--- src/rtl/uart_tx_fifo.sv ---
// FIFO-fed UART transmitter: a word pushed into an empty, idle block starts its start bit one cycle after empty drops.
// Backpressure is only the full flag; a push while full is dropped and latches overflow until reset.
module uart_tx_fifo #(
    parameter int CLK_DIV    = 1250,
    parameter int DATA_BITS  = 8,
    parameter int PARITY     = 0,
    parameter int STOP_BITS  = 1,
    parameter int FIFO_DEPTH = 16,
    parameter int ADDR_W     = $clog2(FIFO_DEPTH)
) (
    input  logic                 clk,
    input  logic                 rst_n,
    input  logic                 wr_en,
    input  logic [DATA_BITS-1:0] wr_data,
    output logic                 full,
    output logic                 empty,
    output logic [ADDR_W:0]      level,
    output logic                 overflow,
    output logic                 busy,
    output logic                 tx
);

    localparam int TW = $clog2(CLK_DIV);
    localparam int BW = $clog2(DATA_BITS);

    localparam logic [TW-1:0]     T_LAST   = TW'(CLK_DIV - 1);
    localparam logic [TW-1:0]     T_ONE    = TW'(1);
    localparam logic [BW-1:0]     B_LAST   = BW'(DATA_BITS - 1);
    localparam logic [BW-1:0]     B_ONE    = BW'(1);
    localparam logic              S_LAST   = (STOP_BITS == 2);
    localparam logic              HAS_PAR  = (PARITY != 0);
    localparam logic              PAR_ODD  = (PARITY == 1);
    localparam logic [ADDR_W-1:0] PTR_ONE  = ADDR_W'(1);
    localparam logic [ADDR_W:0]   LVL_ONE  = (ADDR_W + 1)'(1);
    localparam logic [ADDR_W:0]   LVL_FULL = (ADDR_W + 1)'(FIFO_DEPTH);

    localparam logic [2:0] S_IDLE  = 3'd0;
    localparam logic [2:0] S_START = 3'd1;
    localparam logic [2:0] S_DATA  = 3'd2;
    localparam logic [2:0] S_PAR   = 3'd3;
    localparam logic [2:0] S_STOP  = 3'd4;

    logic [DATA_BITS-1:0] mem [FIFO_DEPTH];
    logic [ADDR_W-1:0]    wr_ptr;
    logic [ADDR_W-1:0]    rd_ptr;
    logic [ADDR_W:0]      level_nxt;
    logic [DATA_BITS-1:0] head;
    logic                 push;
    logic                 pop;

    logic [2:0]           state;
    logic [TW-1:0]        timer;
    logic                 timer_end;
    logic [BW-1:0]        bit_idx;
    logic                 stop_idx;
    logic [DATA_BITS-1:0] shift;
    logic                 par_bit;

    // Pop happens either from IDLE or on the very last stop cycle, which is
    // what lets frames run back-to-back without an idle bit in between.
    always_comb begin
        push      = wr_en && !full;
        timer_end = (timer == T_LAST);
        pop       = !empty && ((state == S_IDLE) ||
                    ((state == S_STOP) && timer_end && (stop_idx == S_LAST)));
        head      = mem[rd_ptr];
        level_nxt = level;
        if (push && !pop) begin
            level_nxt = level + LVL_ONE;
        end else if (!push && pop) begin
            level_nxt = level - LVL_ONE;
        end
    end

    always_ff @(posedge clk) begin
        if (push) begin
            mem[wr_ptr] <= wr_data;
        end
    end

    always_ff @(posedge clk) begin
        if (!rst_n) begin
            wr_ptr   <= '0;
            rd_ptr   <= '0;
            level    <= '0;
            full     <= 1'b0;
            empty    <= 1'b1;
            overflow <= 1'b0;
        end else begin
            if (push) begin
                wr_ptr <= wr_ptr + PTR_ONE;
            end
            if (pop) begin
                rd_ptr <= rd_ptr + PTR_ONE;
            end
            level    <= level_nxt;
            full     <= (level_nxt == LVL_FULL);
            empty    <= (level_nxt == '0);
            overflow <= overflow | (wr_en & full);
        end
    end

    always_ff @(posedge clk) begin
        if (!rst_n) begin
            state    <= S_IDLE;
            tx       <= 1'b1;
            busy     <= 1'b0;
            timer    <= '0;
            bit_idx  <= '0;
            stop_idx <= 1'b0;
            shift    <= '0;
            par_bit  <= 1'b0;
        end else begin
            if (state != S_IDLE) begin
                timer <= timer_end ? '0 : timer + T_ONE;
            end
            case (state)
                S_IDLE: begin
                    tx   <= 1'b1;
                    busy <= 1'b0;
                    if (pop) begin
                        shift   <= head;
                        par_bit <= (^head) ^ PAR_ODD;
                        timer   <= '0;
                        state   <= S_START;
                        tx      <= 1'b0;
                        busy    <= 1'b1;
                    end
                end
                S_START: begin
                    if (timer_end) begin
                        state   <= S_DATA;
                        bit_idx <= '0;
                        tx      <= shift[0];
                    end
                end
                S_DATA: begin
                    if (timer_end) begin
                        if (bit_idx == B_LAST) begin
                            if (HAS_PAR) begin
                                state <= S_PAR;
                                tx    <= par_bit;
                            end else begin
                                state    <= S_STOP;
                                stop_idx <= 1'b0;
                                tx       <= 1'b1;
                            end
                        end else begin
                            bit_idx <= bit_idx + B_ONE;
                            shift   <= shift >> 1;
                            tx      <= shift[1];
                        end
                    end
                end
                S_PAR: begin
                    if (timer_end) begin
                        state    <= S_STOP;
                        stop_idx <= 1'b0;
                        tx       <= 1'b1;
                    end
                end
                S_STOP: begin
                    if (timer_end) begin
                        if (stop_idx == S_LAST) begin
                            if (pop) begin
                                shift   <= head;
                                par_bit <= (^head) ^ PAR_ODD;
                                state   <= S_START;
                                tx      <= 1'b0;
                            end else begin
                                state <= S_IDLE;
                                busy  <= 1'b0;
                                tx    <= 1'b1;
                            end
                        end else begin
                            stop_idx <= 1'b1;
                        end
                    end
                end
                default: begin
                    state <= S_IDLE;
                    tx    <= 1'b1;
                    busy  <= 1'b0;
                end
            endcase
        end
    end

endmodule

--- config.mk ---
export PLATFORM = sky130hd
export DESIGN_NAME = uart_tx_fifo
export DESIGN_NICKNAME = d
export VERILOG_FILES = /design/src/rtl/uart_tx_fifo.sv
export SDC_FILE = /design/constraint.sdc
export NUM_CORES = 1
export LEC_CHECK = 0
export BUFFER_PORTS_ARGS = -buffer_cell sky130_fd_sc_hd__buf_2
export CORE_UTILIZATION = 40
export DETAILED_ROUTE_END_ITERATION = 16
export GPL_ROUTABILITY_DRIVEN = 0
export REMOVE_ABC_BUFFERS = 1
export SYNTH_ARGS = -nofsm -noshare
export SYNTH_HDL_FRONTEND = slang
export SYNTH_SLANG_ARGS = --single-unit
--- constraint.sdc ---
create_clock -name clk -period 2.9 [get_ports clk]
set_input_delay 0.145 -clock clk [delete_from_list [all_inputs] [get_ports clk]]
set_output_delay 0.145 -clock clk [all_outputs]
set_load 0.02 [all_outputs]
After elaboration in Yosys (flattened, before gate mapping)

Memories as Yosys holds them, arrays and structs flattened. A register that Yosys moved wholly into a read port is not among the register bits.
Cells that the tools add are included.

Register bits after elaboration: 44
Latch bits: 0
Bits in writable memories: 128
Bits in read-only memories: 0
Input port bits: 11
Output and inout port bits: 10
Memories kept: 1

Add/subtract/negate cells: 6
Multiply operators: 0
Divide/modulo/power cells: 0
Order comparisons: 0
Equality and inequality tests: 16
Shift operators: 0
Multiplexer cells: 48
Bitwise logic cells: 4
Reduce and logical (&&, ||, !) cells: 24

Memory list:

| name | words | width | read ports | clocked after memory_dff | write ports | RTL line | RTL |
|---|---|---|---|---|---|---|---|
| mem  | 16    | 8     | 1          | 1                        | 1           | 43       | `logic [DATA_BITS-1:0] mem [FIFO_DEPTH];` |

Operators with widths:

| operator              | number |
|---|---|
| $mux 11               | 4 |
| $mux 8                | 5 |
| $mux 3                | 10 |
| $pmux 8 s3            | 1 |
| $mux 1                | 19 |
| $ne 2x2->1 const B    | 9 |
| $pmux 3 s5            | 1 |
| $reduce_and 5->1      | 3 |
| $add 11x1->11 const B | 1 |
| $eq 11x11->1 const B  | 1 |
| $mux 5                | 2 |
| $reduce_bool 3->1     | 3 |
| $add 4x1->4 const B   | 2 |
| $mux 4                | 2 |
| $reduce_and 4->1      | 2 |
| $reduce_and 7->1      | 1 |
| $eq 3x2->1 const B    | 2 |
| $eq 3x3->1 const B    | 2 |
| $logic_and 1x1->1     | 6 |
| $pmux 1 s3            | 2 |
| $pmux 3 s2            | 1 |
| $add 5x1->5 const B   | 1 |
| $eq 5x5->1 const B    | 1 |
| $logic_not 5->1       | 1 |
| 12 further kinds      | 16 |

Logic depth before layout (Yosys ltp)

Gate-level depths: netlist (run 1).

Word-level depth: 9
Mapped depth: 9
Gate-level depth less buffers: 7

Least setup slack after synthesis (run 1)

No wires, ideal clock.

Kind: register to register
Start: register (tool-made name)
End: register shift[7]
Setup time: 0.116 ns
Data arrival time: 2.094 ns
Path slack: 0.689 ns
Cell stages (with the launch flop): 8
Cell sequence: dfxtp_1 > buf_2 > buf_2 > buf_2 > mux4_2 > a211oi_1 > a21oi_1 > a41o_1

RTL lines:

| item                   | RTL line | RTL |
|---|---|---|
| end signal: assignment | 150      | `shift <= shift >> 1;` |
| end: declaration       | 56       | `logic [DATA_BITS-1:0] shift;` |

Worst setup path in the final report (run 1)

Start: register timer[2]
End: register empty

Cells in the longest elaborated chain, start to end: 9
Elaborated cells on any way between the ends: 11
Classes of those cells: 1 x eq/ne; 2 x mux; 8 x reduce/logical

RTL lines:

| item                                                 | RTL line | RTL |
|---|---|---|
| start: declaration                                   | 52       | `logic [TW-1:0] timer;` |
| start signal: assignment                             | 115      | `timer <= timer_end ? '0 : timer + T_ONE;` |
| $eq 11x11->1 *                                       | 63       | `timer_end = (timer == T_LAST);` |
| $logic_and 1x1->1 * (2 in series)                    | 65       | `((state == S_STOP) && timer_end && (stop_idx == S_LAST)));` |
| $logic_or 1x1->1 *                                   | 64       | `pop = !empty && ((state == S_IDLE) \|\|` |
| $logic_and 1x1->1 *                                  | 64       |  |
| $logic_and 1x1->1 or $logic_not 1->1 (tied branches) | 70, 68   |  |
| $mux 5 or $logic_and 1x1->1 (tied branches)          | 70, 68   |  |
| $mux 5 *                                             | 68       | `if (push && !pop) begin` |
| $logic_not 5->1 *                                    | 98       | `empty <= (level_nxt == '0);` |
| end signal: assignment                               | 98       |  |
| end: declaration                                     | 16       | `output logic empty,` |

Every way passes the cells marked *; elsewhere a longest branch is shown, timed or not.
A chain may end at the register's enable or synchronous reset.

==> results of run 1 <==
[worst max-delay path: stages (launching register included)]
cell and delay [ns]:
dfxtp_1 0.35, or4b_1 0.69, o31ai_4 0.58, buf_4 0.24
o2bb2ai_2 0.11, nand3_2 0.12, o41ai_2 0.31
[kinds of logic after synthesis]
kind of cell | Yosys count | share of synthesized area [%]
fa+ha+maj | 11 | 1.818
simple gates | 156 | 11.19
xor+xnor | 9 | 1.041
mux | 41 | 10.71
buf+inv | 46 | 3.124
flops | 175 | 63.21
compound gates | 87 | 8.910
[report_power, final]
part           internal [W]  total [W]  switching (W)  leakage (nW)
sequential          0.00285    0.00302       0.000178          1.54
clock               0.00125    0.00234        0.00109         0.297
combinational      0.000726    0.00152       0.000793         0.985
total               0.00482    0.00688        0.00206          2.82
[cell usage after synthesis, types with 2 or more instances]
library cell,number,area (um^2)
nor3_1,8,40.04
nor2b_1,15,93.84
a32oi_1,2,17.52
nor2_1,31,116.4
nand3b_1,4,30.03
or2_2,2,12.51
nor3b_1,3,22.52
xnor2_1,8,70.07
and2_1,15,93.84
buf_4,2,15.01
clkbuf_1,18,67.56
buf_2,6,30.03
edfxtp_1,128,3844
o31a_1,2,17.52
ha_1,11,137.6
o221a_2,7,78.83
buf_6,3,33.78
mux2i_1,9,90.09
o31ai_1,3,22.52
nand2b_1,6,37.54
or3_1,7,43.79
dfxtp_1,47,940.9
a21boi_0,11,82.58
clkbuf_8,2,27.53
and3_1,3,18.77
a211oi_1,19,142.6
nand3_1,17,85.08
mux4_2,32,720.7
nand4_1,2,12.51
or4b_1,2,20.02
inv_1,11,41.29
buf_1,3,11.26
a21oi_1,8,40.04
o21ai_0,16,80.08
nor4_1,4,25.02
a22o_2,2,20.02
nand2_1,28,105.1
[per-stage QoR]
step / cells / utilization, % / hold slack [ns] / power [W]
floorplan: 490 / - / 0.2007 / 0.004148
global placement: 758 / 43.34 / 0.4233 / 0.004582
detailed placement: 758 / 43.34 / 0.4365 / 0.004624
CTS: 791 / 46.73 / 0.07787 / 0.006947
global route: 791 / 46.73 / 0.08460 / 0.007211
finish: 791 / 46.73 / 0.08754 / 0.006878
[final cells by class]
cell class	count	area [um^2]	share of cell area [%]
repair buffers	40	265.3	3.107
inverters	11	41.29	0.4837
clock buffers	17	425.4	4.983
clock inverters	15	183.9	2.154
multi-input cells	304	2549	29.85
flip-flops and latches	175	4786	56.06
well taps	229	286.5	3.356
[worst paths after layout]
| path | start | to | cells after the start |
|---|---|---|---|
| min | wr_data[3] | mem[0][3] | 1 |
| min reg2reg | overflow | overflow | 2 |
| max reg2reg | timer[2] | empty | 6 |
| max | timer[2] | empty | 6 |
[flip-flops by register name (all words and copies together) (netlist names), named ones only]
register,flops
shift,8
mem,128
empty,1
tx,1
overflow,1
wr_ptr,4
timer,11
bit_idx,3
full,1
level,5
busy,1
rd_ptr,4
state,3
[routing by layer]
layer | global-route usage, % | vias up
met5 | 0 | -
met4 | 6.015 | 0
met3 | 3.304 | 12
met2 | 27.40 | 61
met1 | 21.47 | 2175
li1 | - | 2079
==> results_dict.tcl, run 1 <==
set metrics [dict create \
    outcome "finished clean" \
    setup_viol 0 \
    clock_path_buffers 2 \
    area_delta_synth_final_pct 12.78 \
    drc_errors 0 \
    worstPathRequired_ns 3.23 \
    antenna_found_initial 0 \
    fillCellCount 1617 \
    die_height_um 139.6 \
    dieArea_um2 19480 \
    post_drt_via_cell_ratio 5.470 \
    cts_root_buf "clkbuf_16" \
    wl_um 14840 \
    cts_resized 0 \
    cts_tree "done" \
    num_antenna_cells 0 \
    fmax_mhz 399.7 \
    grt_usage_pct 16.48 \
    cp-start-kind "register" \
    hold_viol 0 \
    path_clk_slew_ns 0.07 \
    place_area_um2 7918 \
    synth_edf_count 128 \
    critPathKind "reg -> reg" \
    drive_gt1_share_pct 22.42 \
    synth_cell_types 65 \
    ys_warn_count 0 \
    leakage_nw 2.822 \
    period_needed_ns 2.502 \
    core_um2 18270 \
    synthCells 525 \
    hold_class "in -> reg" \
    max_slew_margin_pct 36.55 \
    place_hpwl_um 9603 \
    io_buffers 20 \
    clock_latency_ns 0.44 \
    num_vias 4327 \
    num_rows 49 \
    design_area_um2 8537 \
    final_common_cell "edfxtp_1" \
    htreeDepth 4 \
    r2r_setup_slack_ns 0.40 \
    numCtsBuffers 17 \
    pin_count 21 \
    arrival_ns 2.83 \
    nNetsFinal 571 \
    syn_area_um2 7570 \
    cts_hold_buf 1 \
    drt-met1-wl_um 6774 \
    die_x_um 139.6 \
    worst_pin_slew_ns 0.9483 \
    routed-wl-met2_um 7427 \
    postCtsSetupRepairBufs 0 \
    drtAntennaViolNets 0 \
    cp_max_fo 13 \
    grt_pass1_wl_um 24070 \
    ys_seq_area_share_pct 63.21 \
    rsz0062_at_grt "false" \
    drtPass1Iterations 4 \
    cts.sinks 175 \
    drt_iter0_markers 209 \
    pwr_density_cell_nw_per_um2 805.7 \
    wl_per_cell_um 18.76 \
    maxSlewViolCount 0 \
    maxCapViolCount 0 \
    crit_path_end_kind "register" \
    fin_ws_ns 0.3978 \
    synth_seq_cells 175 \
    async_flop_share_pct 0 \
    initial_core_util_pct 41.43 \
    dpl_worst_slack_ns 0.4066 \
    finClkSkew_ns 0.01409 \
    grt_pass1_vias 4386 \
    final_cell_mix "edfxtp_1, dfxtp_1, mux4_2" \
    ys.flop_type "edfxtp_1" \
    overflow 0 \
    wl_met3_um 469 \
    setup_tns_ns 0 \
    grt_max_degree 44 \
    syn_area_per_cell_um2 14.42 \
    timing.final.crit_share_pct 86.28 \
    top_layer "met4" \
    vdd_drop_max_uv 449.6 \
]
(Power assumes the default switching activity.)
==> run 2, diff against run 1 <==
ABC_AREA = 1   (was default)
clock period = 2.25 ns   (was 2.9 ns; I/O delays follow)
==> results_dict.tcl, run 2 <==
set metrics [dict create \
    numCtsBuffers 17 \
    worstPathRequired_ns 2.56 \
    r2r-end "state[0]" \
    synth_edf_count 128 \
    holdPathStages 2 \
    cts_tree "done" \
    die_height_um 138.7 \
    wl_um 17130 \
    fmax_mhz 517.2 \
    grt_pass1_vias 5071 \
    synth.top_cells.by_count "nor2_1, edfxtp_1, o21ai_0" \
    cts_root_buf "clkbuf_16" \
    clockPowerShare_pct 28.2 \
    area_delta_synth_final_pct 13.38 \
    clock_path_buffers 2 \
    num_antenna_cells 0 \
    yosysMostFrequentCell "nor2_1" \
    period_needed_ns 1.934 \
    r2r_cells 10 \
    wl_per_cell_um 17.24 \
    path_clk_slew_ns 0.07 \
    dpl_worst_slack_ns 0.3279 \
    combPwrFrac_pct 31.3 \
    crit_top_cell "nand2_1" \
    antenna_found_initial 0 \
    htreeDepth 4 \
    max_slew_margin_pct 42.58 \
    num_rows 49 \
    multiInputGateArea_um2 2338 \
    p_switching_w 0.003464 \
    drtAntennaViolNets 0 \
    setup_tns_ns 0 \
    outcome "finished with violations" \
    r2r_setup_slack_ns 0.32 \
    post_drt_via_cell_ratio 5.376 \
    clock_latency_ns 0.43 \
    dieArea_um2 19250 \
    setup_viol 0 \
    fin_ws_ns 0.3164 \
    final_cell_mix "nor2_1, edfxtp_1, o21ai_0" \
    largest_reg_flops 128 \
    overflow 0 \
    reg_top3 "mem: 128 flops, timer: 11 flops, shift: 8 flops" \
    finClkSkew_ns 0.01005 \
    fin_util_pct 46.73 \
    final_common_cell "nor2_1" \
    cts.sinks 175 \
    regMostFlops "mem" \
    ys.flop_type "edfxtp_1" \
    grt_pass1_wl_um 26980 \
    fillCellCount 1703 \
    worstHoldStart "rst_n" \
    worst_pin_slew_ns 0.8604 \
    cp_max_fo 11 \
    internal-power_w 0.006260 \
    violations "design-rule violations" \
    grt_max_degree 70 \
    synth.top_cell.area_share_pct 51.40 \
    p_sw_share_pct 35.62 \
    vdd_drop_max_uv 560.3 \
    synthCells 719 \
    grt_usage_pct 18.57 \
    leakage_nw 3.084 \
    initial_core_util_pct 41.21 \
    place_area_um2 7923 \
    maxSlewViolCount 0 \
    async_flop_share_pct 0 \
    ys_warn_count 0 \
    pin_count 21 \
    hold_viol 0 \
    syn_area_um2 7478 \
    cpMaxStageDelayCell "dfxtp_1" \
    pwr_density_cell_nw_per_um2 1147 \
    nNetsFinal 774 \
    drt_iter0_markers 388 \
    regArea_um2 4786 \
    yosys-top-cells-area "edfxtp_1, dfxtp_1, nor2_1" \
    arrival_ns 2.24 \
    hold_class "in -> reg" \
    core_um2 18150 \
    maxCapViolCount 0 \
    min_to "empty" \
    syn_area_per_cell_um2 10.40 \
    ys_seq_area_share_pct 63.98 \
    design_area_um2 8479 \
    synth_seq_cells 175 \
    num_vias 5344 \
    cp-start-kind "register" \
    crit_path_end_kind "register" \
    io_buffers 20 \
    synth_cell_types 35 \
    synth_top_area_cell "edfxtp_1" \
    drive_gt1_share_pct 12.16 \
    p_seq_share_pct 40.4 \
    timing.final.crit_share_pct 85.94 \
    drc_errors 3 \
    die_x_um 138.7 \
    place_hpwl_um 10840 \
    max_stage_delay_ns 0.41 \
    r2r_start "timer[0]" \
    drtPass1Iterations 12 \
    cp_cell_sequence "ha_1, nand2_1, nor2_2, nand3_4, nand2_4, inv_1, nand2_1, nand3_1, o21ai_0, a21oi_1" \
    power_w 0.009724 \
    critPathKind "reg -> reg" \
    rsz0062_at_grt "false" \
]
## run 2: cell types whose count changed in the layout (fill, tap and decap cells not counted), moves of 22 or more
cell      change
nand3_1      +22
nor2_1      +113
a21oi_1      +22
o211ai_1     +23
mux4_2       -32
nand2_1      +45
inv_1        +41
o21ai_0      +67
## run 2: worst max-delay path by stage
stage | from | end | slack [ns] | depth (start not counted)
finish | timer[0] | state[0] | 0.32 | 10
global route | full | mem[11][0] | 0.14 | 6
CTS | full | mem[0][6] | 0.29 | 4
detailed placement | timer[0] | state[0] | 0.33 | 10
global placement | register | shift[2] | 0.39 | 12
floorplan | register | shift[5] | -0.87 | 8
## run 2: power groups by stage
stage / Sequential [W] / Combinational (W) / Clock, W
floorplan: 0.00416 / 0.00190 / 0
global placement: 0.00398 / 0.00298 / 0
detailed placement: 0.00399 / 0.00303 / 0
CTS: 0.00393 / 0.00305 / 0.00281
global route: 0.00396 / 0.00341 / 0.00293
finish: 0.00393 / 0.00305 / 0.00275
## run 2: layer usage
metal,track usage (%),part of all wire [%],up-vias,routed length (um)
li1,-,-,2565,-
met2,28.93,45,189,7721
met5,0,0,-,0
met1,25.23,46,2562,7929
met3,4.040,6.3,28,1086
met4,7.602,2.3,0,396
## run 2: timing repair
action,in CTS,in global routing
setup buffers,0,0
endpoints found under the hold margin,1,0
resized for setup,0,0
hold buffers,1,0
## run 2: layout make-up
class | instances | area share [%]
clock buffer | 18 | 5.061
clock inverter | 14 | 1.387
inverter | 54 | 2.405
multi-input combinational | 457 | 27.58
sequential | 175 | 56.44
tap | 229 | 3.379
timing repair buffer | 47 | 3.748
## run 2: worst max-delay path, delay by kind of cell, from the launching register on
kind,cells,cell delay [ns]
buf+inv,1,0.18
compound gates,2,0.30
simple gates,6,0.75
flops,1,0.41
fa+ha+maj,1,0.17
## run 2: metrics by stage
step,hold slack (ns),instances
3_3_place_gp,0.3537,961
6_report,0.05038,994
4_1_cts,0.03258,994
5_1_grt,0.04842,994
3_5_place_dp,0.3679,961
2_1_floorplan,0.1815,686
## run 2: logic make-up after synthesis
| logic type | Yosys count | share of synthesized area (%) |
|---|---|---|
| adders and majority gates | 11 | 1.840 |
| and+or+nand+nor | 277 | 16.03 |
| xor gates and xnor gates | 7 | 0.8198 |
| DFF | 175 | 63.98 |
| buffers and inverters | 87 | 4.752 |
| AOI/OAI and AO/OA | 162 | 12.58 |
